$ cat src/rtl/dmem_bridge_pkg.sv
// Shared encodings for the memory-stage bridge: FSM states and bus size codes.
package dmem_bridge_pkg;

  typedef enum logic [1:0] {
    IDLE = 2'd0,
    REQ  = 2'd1,
    WAIT = 2'd2,
    DONE = 2'd3
  } state_e;

  localparam logic [1:0] SIZE_B = 2'd0;
  localparam logic [1:0] SIZE_H = 2'd1;
  localparam logic [1:0] SIZE_W = 2'd2;

endpackage

$ cat src/rtl/dmem_ldext.sv
// Combinational load align/extend: moves the addressed byte/half into the low
// bits and sign- or zero-extends it; word loads pass through.
module dmem_ldext
  import dmem_bridge_pkg::*;
(
  input  logic [31:0] rdata_i,
  input  logic [1:0]  addr_lo_i,
  input  logic [1:0]  size_i,
  input  logic        sign_i,
  output logic [31:0] data_o
);

  logic [31:0] shifted;

  assign shifted = rdata_i >> {addr_lo_i, 3'b000};

  always_comb begin
    data_o = rdata_i;
    case (size_i)
      SIZE_B:  data_o = {{24{sign_i & shifted[7]}}, shifted[7:0]};
      SIZE_H:  data_o = {{16{sign_i & shifted[15]}}, shifted[15:0]};
      default: data_o = rdata_i;
    endcase
  end

endmodule

$ cat src/rtl/dmem_bridge.sv
// M-stage to data-SRAM bus bridge: one bus transaction per memory instruction,
// pipeline stalled until data_ok. Define DMEM_LOAD_EXT_EN to align/extend loads here.
module dmem_bridge
  import dmem_bridge_pkg::*;
(
  input  logic        clk,
  input  logic        rst,
  input  logic        memenM,
  input  logic [3:0]  memwriteM,
  input  logic [31:0] addrM,
  input  logic [31:0] wdataM,
  input  logic [1:0]  ldsizeM,
  input  logic        ldsignM,
  input  logic        flushM,
  output logic        data_sram_req,
  output logic        data_sram_wr,
  output logic [1:0]  data_sram_size,
  output logic [31:0] data_sram_addr,
  output logic [31:0] data_sram_wdata,
  input  logic        data_sram_addr_ok,
  input  logic        data_sram_data_ok,
  input  logic [31:0] data_sram_rdata,
  output logic        stallM,
  output logic [31:0] rdataM
);

  state_e      state_q, state_d;
  logic [31:0] addr_q, addr_d;
  logic [31:0] wdata_q, wdata_d;
  logic [31:0] rdata_q, rdata_d;
  logic [1:0]  size_q, size_d;
  logic        wr_q, wr_d;
  logic        ldsign_q, ldsign_d;
  logic        cancel_q, cancel_d;
  logic        start;
  logic        st_wr;
  logic [1:0]  st_sz;
  logic [31:0] ld_word;

  function automatic logic [1:0] store_size(input logic [3:0] be);
    case (be)
      4'b1111:         store_size = SIZE_W;
      4'b0011, 4'b1100: store_size = SIZE_H;
      default:         store_size = SIZE_B;
    endcase
  endfunction

  function automatic logic [31:0] store_lanes(input logic [1:0] sz, input logic [31:0] d);
    case (sz)
      SIZE_B:  store_lanes = {4{d[7:0]}};
      SIZE_H:  store_lanes = {2{d[15:0]}};
      default: store_lanes = d;
    endcase
  endfunction

  assign start = memenM && !flushM;
  assign st_wr = |memwriteM;
  assign st_sz = store_size(memwriteM);

  always_comb begin
    state_d  = state_q;
    addr_d   = addr_q;
    wdata_d  = wdata_q;
    rdata_d  = rdata_q;
    size_d   = size_q;
    wr_d     = wr_q;
    ldsign_d = ldsign_q;
    cancel_d = cancel_q;
    stallM   = 1'b0;
    case (state_q)
      IDLE: begin
        if (start) begin
          stallM   = 1'b1;
          state_d  = REQ;
          addr_d   = addrM;
          wr_d     = st_wr;
          size_d   = st_wr ? st_sz : ldsizeM;
          wdata_d  = store_lanes(st_sz, wdataM);
          ldsign_d = ldsignM;
        end
      end
      REQ: begin
        stallM = 1'b1;
        if (flushM) cancel_d = 1'b1;
        if (data_sram_addr_ok) begin
          if (data_sram_data_ok) begin
            state_d = DONE;
            rdata_d = data_sram_rdata;
          end else begin
            state_d = WAIT;
          end
        end
      end
      WAIT: begin
        stallM = 1'b1;
        if (flushM) cancel_d = 1'b1;
        if (data_sram_data_ok) begin
          state_d = DONE;
          rdata_d = data_sram_rdata;
        end
      end
      DONE: begin
        // The pipeline advances this cycle, so return to IDLE without re-issuing.
        state_d  = IDLE;
        cancel_d = 1'b0;
      end
      default: state_d = IDLE;
    endcase
  end

  always_ff @(posedge clk or posedge rst) begin
    if (rst) begin
      state_q  <= IDLE;
      addr_q   <= '0;
      wdata_q  <= '0;
      rdata_q  <= '0;
      size_q   <= '0;
      wr_q     <= 1'b0;
      ldsign_q <= 1'b0;
      cancel_q <= 1'b0;
    end else begin
      state_q  <= state_d;
      addr_q   <= addr_d;
      wdata_q  <= wdata_d;
      rdata_q  <= rdata_d;
      size_q   <= size_d;
      wr_q     <= wr_d;
      ldsign_q <= ldsign_d;
      cancel_q <= cancel_d;
    end
  end

  assign data_sram_req   = (state_q == REQ);
  assign data_sram_wr    = wr_q;
  assign data_sram_size  = size_q;
  assign data_sram_addr  = addr_q;
  assign data_sram_wdata = wdata_q;

`ifdef DMEM_LOAD_EXT_EN
  dmem_ldext u_ldext (
    .rdata_i   (rdata_q),
    .addr_lo_i (addr_q[1:0]),
    .size_i    (size_q),
    .sign_i    (ldsign_q),
    .data_o    (ld_word)
  );
`else
  logic unused_ldsign;
  assign unused_ldsign = ldsign_q;
  assign ld_word       = rdata_q;
`endif

  // A flushed transaction still completes on the bus but returns nothing.
  assign rdataM = (state_q == DONE && !cancel_q) ? ld_word : '0;

endmodule

$ cat config.mk
export PLATFORM = sky130hd
export DESIGN_NAME = dmem_bridge
export DESIGN_NICKNAME = d
export VERILOG_FILES = /design/src/rtl/dmem_bridge_pkg.sv /design/src/rtl/dmem_ldext.sv /design/src/rtl/dmem_bridge.sv
export SDC_FILE = /design/constraint.sdc
export NUM_CORES = 1
export LEC_CHECK = 0
export CAP_MARGIN = 20
export CORE_MARGIN = 2
export CORE_UTILIZATION = 40
export CTS_BUF_LIST = sky130_fd_sc_hd__clkbuf_4 sky130_fd_sc_hd__clkbuf_8
export DETAILED_ROUTE_END_ITERATION = 6
export PLACE_DENSITY = 0.77
export SETUP_SLACK_MARGIN = 0.2
export SLEW_MARGIN = 10
export SYNTH_ARGS = -nofsm -noshare
export SYNTH_HDL_FRONTEND = slang
export SYNTH_SLANG_ARGS = --single-unit
$ cat constraint.sdc
create_clock -name clk -period 3.3 [get_ports clk]
set_input_delay 0.33 -clock clk [delete_from_list [all_inputs] [get_ports clk]]
set_output_delay 0.33 -clock clk [all_outputs]
set_load 0.005 [all_outputs]
==> flow_summary.yaml, run 1 <==
floorplanning:
  fp.coreArea_um2: 11500
  initial_core_util_pct: 41.3
  die_x_um: 113
  rows: 39
  pin_count: 210
  dieArea_um2: 12700
  die_h_um: 113
pwr:
  cellPowerDensity_nw_per_um2: 768
  finalPower_mw: 5.51
  leakage_nw: 3.15
  ir_drop_uv: 469
cts:
  cts_hold_buf: 0
  clock-root-buffer: "clkbuf_8"
  h-tree-depth: 3
  cts_buffer_depth: 2
  clock-sinks: 102
  clk_pin_slew_ps: 100
  clock_latency_ps: 380
  post_cts_buffers: 0
  cts_tree: "done"
  ctsResizeCount: 0
  numCtsBuffers: 9
synth:
  synth_top_area_share_pct: 54.0
  syn_avg_cell_area_um2: 9.50
  synthFlopType: "dfrtp_1"
  synth_nets: 613
  synth-warning-count: 0
  synth.area.top_cells: "dfrtp_1 (54%), nand2_1 (12%), mux2_2 (7.6%), and2_1 (4.2%), a21oi_1 (2.6%)"
  synth_area_um2: 4730
  synth_top_cell_by_area: "dfrtp_1"
  yosys_register_bits: 102
  synth_edf_count: 0
  synth_common_cells: "nand2_1 (150), dfrtp_1 (102), and2_1 (32), mux2_2 (32), a21oi_1 (25)"
  seq_area_frac_synth_pct: 54.0
  synthArstFlopShare_pct: 100
  ys_types: 33
  synthCells: 498
  synth_most_common_cell: "nand2_1"
place:
  dp_cells: 828
  portBuffers: 208
  place_hpwl_um: 10100
  place.gp.congestion: 0.779
  post_dp_cell_area_um2: 6950
  pre_cts_ws_ps: 767
detailed_routing:
  drt_iter0_markers: 285
  wirelength_um: 14000
  ant_nets: 0
  wl_per_cell_um: 16.6
  viasPerCell: 5.04
  vias: 4252
  drtPass1Iterations: 4
  drt_drc_violations_left: 0
timing:
  whs_ps: 407
  fmax_mhz: 390
  tightestPinTransition_ps: 1040
  slew_violations: 0
  final.period_utilization_pct: 77.7
  clock_skew_ps: 11.5
  hold_viol_final: 0
  tns_ps: 0
  period_minus_slack_ps: 2560
  fin_ws_ps: 737
  rsz0062_at_grt: "false"
  slew_headroom_pct: 30.5
  setup_viol: 0
global_route:
  grt_util_all_layers_pct: 22.7
  grt_pass1_wl_um: 22900
  grt_max_degree: 60
  antenna_found_initial: 0
  gr-total-overflow: 0
  grt_pass1_vias: 4448
layout:
  nets: 811
  nFillCells: 984
  fin_area_um2: 7170
  utilization_pct: 62.5
  syn2layout_area_growth_pct: 51.5
  drive_gt1_share_pct: 8.99
  final_cells: 844
  diodes: 0
worst_setup_path:
  crit_fanout: 32
  cp-startpoint: "state_q[0]"
  arrival_ps: 2230
  cp.required_ps: 2970
  rr_worst_depth: 7
  reg2reg_setup_slack_ps: 1030
  rr_endpoint: "data_sram_addr[20]"
  cp-end-kind: "output pin"
  cp-start-kind: "flip-flop"
  timing.rr.start: "state_q[0]"
  critical_path_class: "reg2out"
flow_run:
  maxCapViolCount: 0
outcome:
  status: "finished, final reports clean"
min_path:
  hp-class: "in2async"
## layer usage
metal,global-route usage [%],wire [µm]
met3,5.78,1000
met1,27.9,5780
met4,9.02,344
met2,38.5,6900
met5,0,0
## sequential cells by signal (all words and copies together) (netlist names)
name / cells
data_sram_addr: 32
data_sram_wdata: 32
ld_word: 32
data_sram_size: 2
state_q: 2
cancel_q: 1
data_sram_wr: 1
## logic make-up (layout without fill, tap and decap cells)
kind of cell	Yosys count	after routing	share of synthesized area, %
buffers and inverters	38	241	3.44
AND/OR/NAND/NOR	231	231	21.6
multiplexers	40	40	9.31
AO/OA/AOI/OAI	80	80	9.94
flip-flops	102	102	54.0
XOR/XNOR	1	1	0.185
adder cells (fa/ha/maj)	6	6	1.59
## how the worst max path moves through the flow
stage,slack (ps),cells after the start,to
3_3_place_gp,850,5,data_sram_wdata[21]
5_1_grt,630,5,rdataM[25]
4_1_cts,720,5,rdataM[25]
3_5_place_dp,770,5,data_sram_wdata[20]
2_1_floorplan,290,1,cancel_q
6_report,740,5,rdataM[25]
## worst max-delay path, stage by stage (launching register included)
cell and delay (ps):
dfrtp_1 440, ha_1 210, nor2b_1 170, buf_4 280, and2_1 220, clkdlybuf4s50_1 530
## placed cells by master (no fill, tap or decap), types with 6 or more instances in the layout
cell type,instances
nand2_1,150
nor2_1,21
o21ai_0,12
o21ai_1,9
ha_1,6
clkbuf_8,9
clkdlybuf4s50_1,208
inv_1,7
buf_4,8
o22ai_1,8
and3_1,9
nor2b_1,12
mux2_2,32
a21oi_1,25
and2_1,32
a31oi_1,17
dfrtp_1,102
mux2i_1,8
## area by class of cell
type | count | area (µm²) | share of cell area (%)
sequential | 102 | 2550 | 35.6
timing repair buffer | 217 | 2160 | 30.2
multi-input combinational | 358 | 2030 | 28.3
tap | 143 | 179 | 2.50
clock buffer | 10 | 131 | 1.83
clock inverter | 6 | 86.3 | 1.20
inverter | 8 | 32.5 | 0.454
## power by group
group | total, mW | leakage, nW | internal, mW | switching (mW)
Sequential | 2.17 | 1.23 | 1.86 | 0.315
Combinational | 2.46 | 1.82 | 1.48 | 0.981
Clock | 0.867 | 0.110 | 0.434 | 0.433
Total | 5.51 | 3.15 | 3.78 | 1.73
Power figures use the tool's default switching activity.
==> inputs of run 2 (changes only) <==
--- a/config.mk
+++ b/config.mk
@@ -7,10 +7,10 @@
 export LEC_CHECK = 0
 export CAP_MARGIN = 20
 export CORE_MARGIN = 2
-export CORE_UTILIZATION = 40
+export CORE_UTILIZATION = 39
 export CTS_BUF_LIST = sky130_fd_sc_hd__clkbuf_4 sky130_fd_sc_hd__clkbuf_8
 export DETAILED_ROUTE_END_ITERATION = 6
-export PLACE_DENSITY = 0.77
+export PLACE_DENSITY = 0.78
 export SETUP_SLACK_MARGIN = 0.2
 export SLEW_MARGIN = 10
 export SYNTH_ARGS = -nofsm -noshare
==> constraint.sdc (replaced) <==
create_clock -name clk -period 2.2 [get_ports clk]
set_input_delay 0.22 -clock clk [delete_from_list [all_inputs] [get_ports clk]]
set_output_delay 0.22 -clock clk [all_outputs]
set_load 0.005 [all_outputs]
==> flow_summary.yaml, run 2 (synthesis results as in run 1) <==
worst_setup_path:
  cp-end-kind: "output pin"
  critPathTopFamily: "buffers and inverters"
  crit_fanout: 7
  max_stage_delay_ps: 400
  cp.required_ps: 1980
  crit_buf_inv: 5
  crit_top_cell: "buf_4"
  critical_path_class: "reg2out"
  cp_cell_sequence: "ha_2, nor2b_4, buf_4, buf_4, buf_6, buf_4, and2_1, dlymetal6s2s_1"
  arrival_ps: 1900
  slowest_stage: "dfrtp_1"
  cp-start-kind: "flip-flop"
global_route:
  antenna_found_initial: 0
  gr-total-overflow: 0
  grt_util_all_layers_pct: 22.2
  grt_max_degree: 103
  grt_pass1_wl_um: 22600
  grt_pass1_vias: 4389
layout:
  layout_common_cells: "clkdlybuf4s50_1 (174), nand2_1 (150), dfrtp_1 (102), mux2_2 (32)"
  nets: 840
  utilization_pct: 62.9
  final_common_cell: "clkdlybuf4s50_1"
  fin_area_um2: 7490
  drive_gt1_share_pct: 15.6
  final_cells: 877
  diodes: 0
  syn2layout_area_growth_pct: 58.3
place:
  place_hpwl_um: 10300
  pre_cts_ws_ps: 104
  place.gp.congestion: 0.811
  dp_cells: 839
  post_dp_cell_area_um2: 7050
  portBuffers: 208
pwr:
  finalPower_mw: 8.56
  p_int_mw: 5.77
  cellPowerDensity_nw_per_um2: 1140
  switchingPower_mw: 2.79
  leakage_nw: 3.67
  pwr-share-clk_pct: 14.5
  combPwrFrac_pct: 47.2
  swShare_pct: 32.6
  p_seq_share_pct: 38.3
  ir_drop_uv: 539
floorplanning:
  fp.coreArea_um2: 11900
  dieArea_um2: 13000
  pin_count: 210
  die_h_um: 114
  initial_core_util_pct: 39.7
  rows: 40
  die_x_um: 114
timing:
  fin_ws_ps: 82.2
  setup_viol: 0
  fmax_mhz: 472
  tns_ps: 0
  rsz0062_at_grt: "true"
  hold_viol_final: 0
  whs_ps: 365
  final.period_utilization_pct: 96.3
  period_minus_slack_ps: 2120
  slew_headroom_pct: 54.3
  tightestPinTransition_ps: 683
  clock_skew_ps: 5.35
  slew_violations: 0
detailed_routing:
  wirelength_um: 14800
  viasPerCell: 5.06
  drt_drc_violations_left: 0
  wl_per_cell_um: 16.9
  ant_nets: 0
  vias: 4441
  drt_iter0_markers: 290
  drtPass1Iterations: 4
cts:
  clk_pin_slew_ps: 100
  clock_latency_ps: 370
  numCtsBuffers: 9
  cts_tree: "done"
  clock-root-buffer: "clkbuf_8"
  cts_buffer_depth: 2
  clock-sinks: 102
  h-tree-depth: 3
flow_run:
  maxCapViolCount: 0
min_path:
  hp-class: "in2async"
outcome:
  status: "finished, final reports clean"
==> run 2: cell types whose count changed in the layout (fill, tap and decap cells not counted), moves of 4 or more <==
cell             before  now
buf_6                 0    9
and2_4                0    5
buf_12                1    5
dlymetal6s2s_1        0   18
and2_1               32   27
dlygate4sd2_1         0    5
clkdlybuf4s50_1     208  174
clkbuf_2              0    7
buf_4                 8   27
==> run 2: final cells by class <==
cell class                      instances  area (µm²)
Clock buffer                            9         124
Clock inverter                          7        81.3
Fill cell                             986        4420
Inverter                                8        33.8
Multi-Input combinational cell        358        2060
Sequential cell                       102        2550
Tap cell                              147         184
Timing Repair Buffer                  246        2450
==> run 2: path summary, 6_finish.rpt <==
kind	startpoint	to	slack, ps	cells past startpoint
setup / recovery	state_q[1]	rdataM[25]	80	8
min in group clk	addrM[12]	data_sram_addr[12]	370	3
setup reg to reg	state_q[0]	ld_word[24]	160	8
max in group asynchronous	rst	data_sram_wdata[13]	1400	3
hold reg to reg	data_sram_addr[13]	data_sram_addr[13]	480	2
hold / removal	rst	ld_word[14]	370	3
==> run 2: power groups by stage <==
stage,clock network (mW),registers (mW),logic [mW]
finish,1.24,3.28,4.04
global route,1.36,3.39,4.36
CTS,1.27,3.28,3.93
detailed placement,0,3.32,3.79
global placement,0,3.25,3.65
floorplan,0,3.27,1.57
==> run 2: timing repair <==
item                       4_1_cts  5_1_grt
hold buffers                     0        0
pin swaps                        1        3
gates cloned                     2        1
buffers inserted                 9       10
setup endpoints to repair       33       86
resized for setup               26       60
==> run 2: worst register-to-register path, stage by stage, from the launching register on <==
cell	delay [ps]
dfrtp_1	400
buf_4	140
buf_4	130
buf_4	140
ha_1	220
nor2b_1	160
nor2_2	150
buf_12	220
mux2_2	380
==> run 2: layer usage <==
| metal | track usage, % | routed length (µm) | vias to the layer above |
|---|---|---|---|
| li1 | - | - | 2105 |
| met1 | 26.7 | 5960 | 2123 |
| met2 | 38.4 | 7360 | 186 |
| met3 | 5.93 | 1080 | 27 |
| met4 | 7.97 | 386 | 0 |
| met5 | 0 | 0 | - |
==> inputs of run 3 (changes only) <==
--- a/config.mk
+++ b/config.mk
@@ -6,11 +6,13 @@
 export NUM_CORES = 1
 export LEC_CHECK = 0
 export CAP_MARGIN = 20
+export CELL_PAD_IN_SITES_DETAIL_PLACEMENT = 1
+export CELL_PAD_IN_SITES_GLOBAL_PLACEMENT = 2
 export CORE_MARGIN = 2
-export CORE_UTILIZATION = 39
+export CORE_UTILIZATION = 22
 export CTS_BUF_LIST = sky130_fd_sc_hd__clkbuf_4 sky130_fd_sc_hd__clkbuf_8
 export DETAILED_ROUTE_END_ITERATION = 6
-export PLACE_DENSITY = 0.78
+export PLACE_DENSITY_LB_ADDON = 0.1
 export SETUP_SLACK_MARGIN = 0.2
 export SLEW_MARGIN = 10
 export SYNTH_ARGS = -nofsm -noshare
==> flow_summary.yaml, run 3 (synthesis results as in run 1) <==
floorplanning:
  dieArea_um2: 22700
  initial_core_util_pct: 22.4
  die_x_um: 151
  fp.coreArea_um2: 21100
  die_h_um: 151
  pin_count: 210
  rows: 53
pwr:
  cellPowerDensity_nw_per_um2: 1140
  p_seq_share_pct: 37.5
  p_int_mw: 5.89
  swShare_pct: 32.1
  ir_drop_uv: 321
  leakage_nw: 3.39
  combPwrFrac_pct: 46.1
  pwr-share-clk_pct: 16.4
  switchingPower_mw: 2.79
cts:
  cts_tree: "done"
  cts_buffer_depth: 2
  h-tree-depth: 3
  clk_pin_slew_ps: 110
  clock-sinks: 102
  clock-root-buffer: "clkbuf_8"
  clock_latency_ps: 380
  cts_hold_buf: 0
  numCtsBuffers: 9
worst_setup_path:
  arrival_ps: 1750
  crit_fanout: 8
  cp-start-kind: "flip-flop"
  critical_path_class: "reg2out"
  cp-end-kind: "output pin"
  rr_endpoint: "state_q[0]"
  rr_worst_depth: 7
  reg2reg_setup_slack_ps: 240
  timing.rr.start: "state_q[0]"
  cp.required_ps: 1980
timing:
  clock_skew_ps: 9.03
  setup_viol: 0
  hold_viol_final: 0
  tns_ps: 0
  fin_ws_ps: 226
  final.period_utilization_pct: 89.7
  period_minus_slack_ps: 1970
  slew_headroom_pct: 61.1
  slew_violations: 0
  tightestPinTransition_ps: 583
  fmax_mhz: 507
  rsz0062_at_grt: "true"
  whs_ps: 344
layout:
  final_common_cell: "clkdlybuf4s50_1"
  drive_gt1_share_pct: 19.0
  nFillCells: 2407
  final_cells: 1003
  layout_common_cells: "clkdlybuf4s50_1 (174), nand2_1 (150), dfrtp_1 (102), mux2_2 (32), a21oi_1 (25)"
  diodes: 0
  nets: 838
  syn2layout_area_growth_pct: 60.4
  utilization_pct: 36.0
detailed_routing:
  ant_nets: 0
  viasPerCell: 4.35
  drt_iter0_markers: 106
  wl_per_cell_um: 16.7
  vias: 4364
  drt_drc_violations_left: 0
  drtPass1Iterations: 4
  wirelength_um: 16700
global_route:
  grt_pass1_wl_um: 25500
  antenna_found_initial: 1
  grt_max_degree: 103
  grt_pass1_vias: 4604
  grt_util_all_layers_pct: 14.7
  gr-total-overflow: 0
place:
  pre_cts_ws_ps: 174
  portBuffers: 208
  place.gp.congestion: 0.777
  dp_cells: 972
  place_hpwl_um: 11700
flow_run:
  maxCapViolCount: 0
outcome:
  status: "finished, final reports clean"
min_path:
  hp-class: "in2async"
run 3: cell count changes in the layout (fill, tap and decap cells not counted), sizes merged:
| cell | previous run | this run |
|---|---|---|
| clkbuf | 16 | 33 |
| dlymetal6s2s | 18 | 1 |
| dlygate4sd2 | 5 | 0 |
| buf | 42 | 46 |
| bufinv | 1 | 2 |
| clkinv | 1 | 0 |
| inv | 9 | 8 |
run 3: worst max path at each step:
stage,slack [ps],to,cells after the start,startpoint
after floorplan,420,ld_word[0],6,state_q[0]
after global placement,210,data_sram_wdata[28],7,memwriteM[2]
after detailed placement,170,data_sram_wdata[30],7,memwriteM[2]
after CTS,150,data_sram_req,5,state_q[1]
after global routing,110,state_q[0],7,state_q[0]
final,230,rdataM[20],7,state_q[0]
run 3: what timing repair did:
action                                 4_1_cts  5_1_grt
setup buffers                               10        2
gates resized for setup                    104       44
setup endpoints to repair                   33      106
endpoints found under the hold margin        0        0
pin swaps                                    8        6
cloned                                       3        0
run 3: per-layer routing:
layer,GRT usage [%],vias up,wire (µm)
met1,18.4,2118,7180
met3,3.36,15,1040
li1,-,2098,-
met5,0,-,0
met2,24.7,133,8230
met4,5.28,0,298
run 3: per-stage QoR:
step | power [mW] | instance area (µm²)
after floorplan | 4.85 | 4730
after global placement | 7.00 | 7250
after detailed placement | 7.14 | 7250
after CTS | 8.81 | 7610
after global routing | 9.40 | 7590
final | 8.67 | 7590
run 3: final cells by class:
cell class                 count  area, µm²  area share [%]
tap                          275        344            4.53
inverter                       8       33.8           0.445
clock inverter                 6       93.8            1.24
timing repair buffer         244       2360            31.1
sequential                   102       2550            33.6
multi-input combinational    358       2070            27.2
clock buffer                  10        138            1.81
run 3: critical path, cell delays in order, from the launching register on:
cell     delay (ps)
dfrtp_1         420
ha_2            200
nor2b_4         130
buf_12          140
buf_6           110
buf_8           120
and2_1          130
buf_2           140
run 3: power groups by stage:
stage          Combinational (mW)  Clock (mW)  Sequential, mW
6_report                     4.00        1.42            3.25
5_1_grt                      4.45        1.57            3.39
4_1_cts                      4.05        1.50            3.26
3_5_place_dp                 3.83           0            3.31
3_3_place_gp                 3.75           0            3.25
2_1_floorplan                1.57           0            3.27
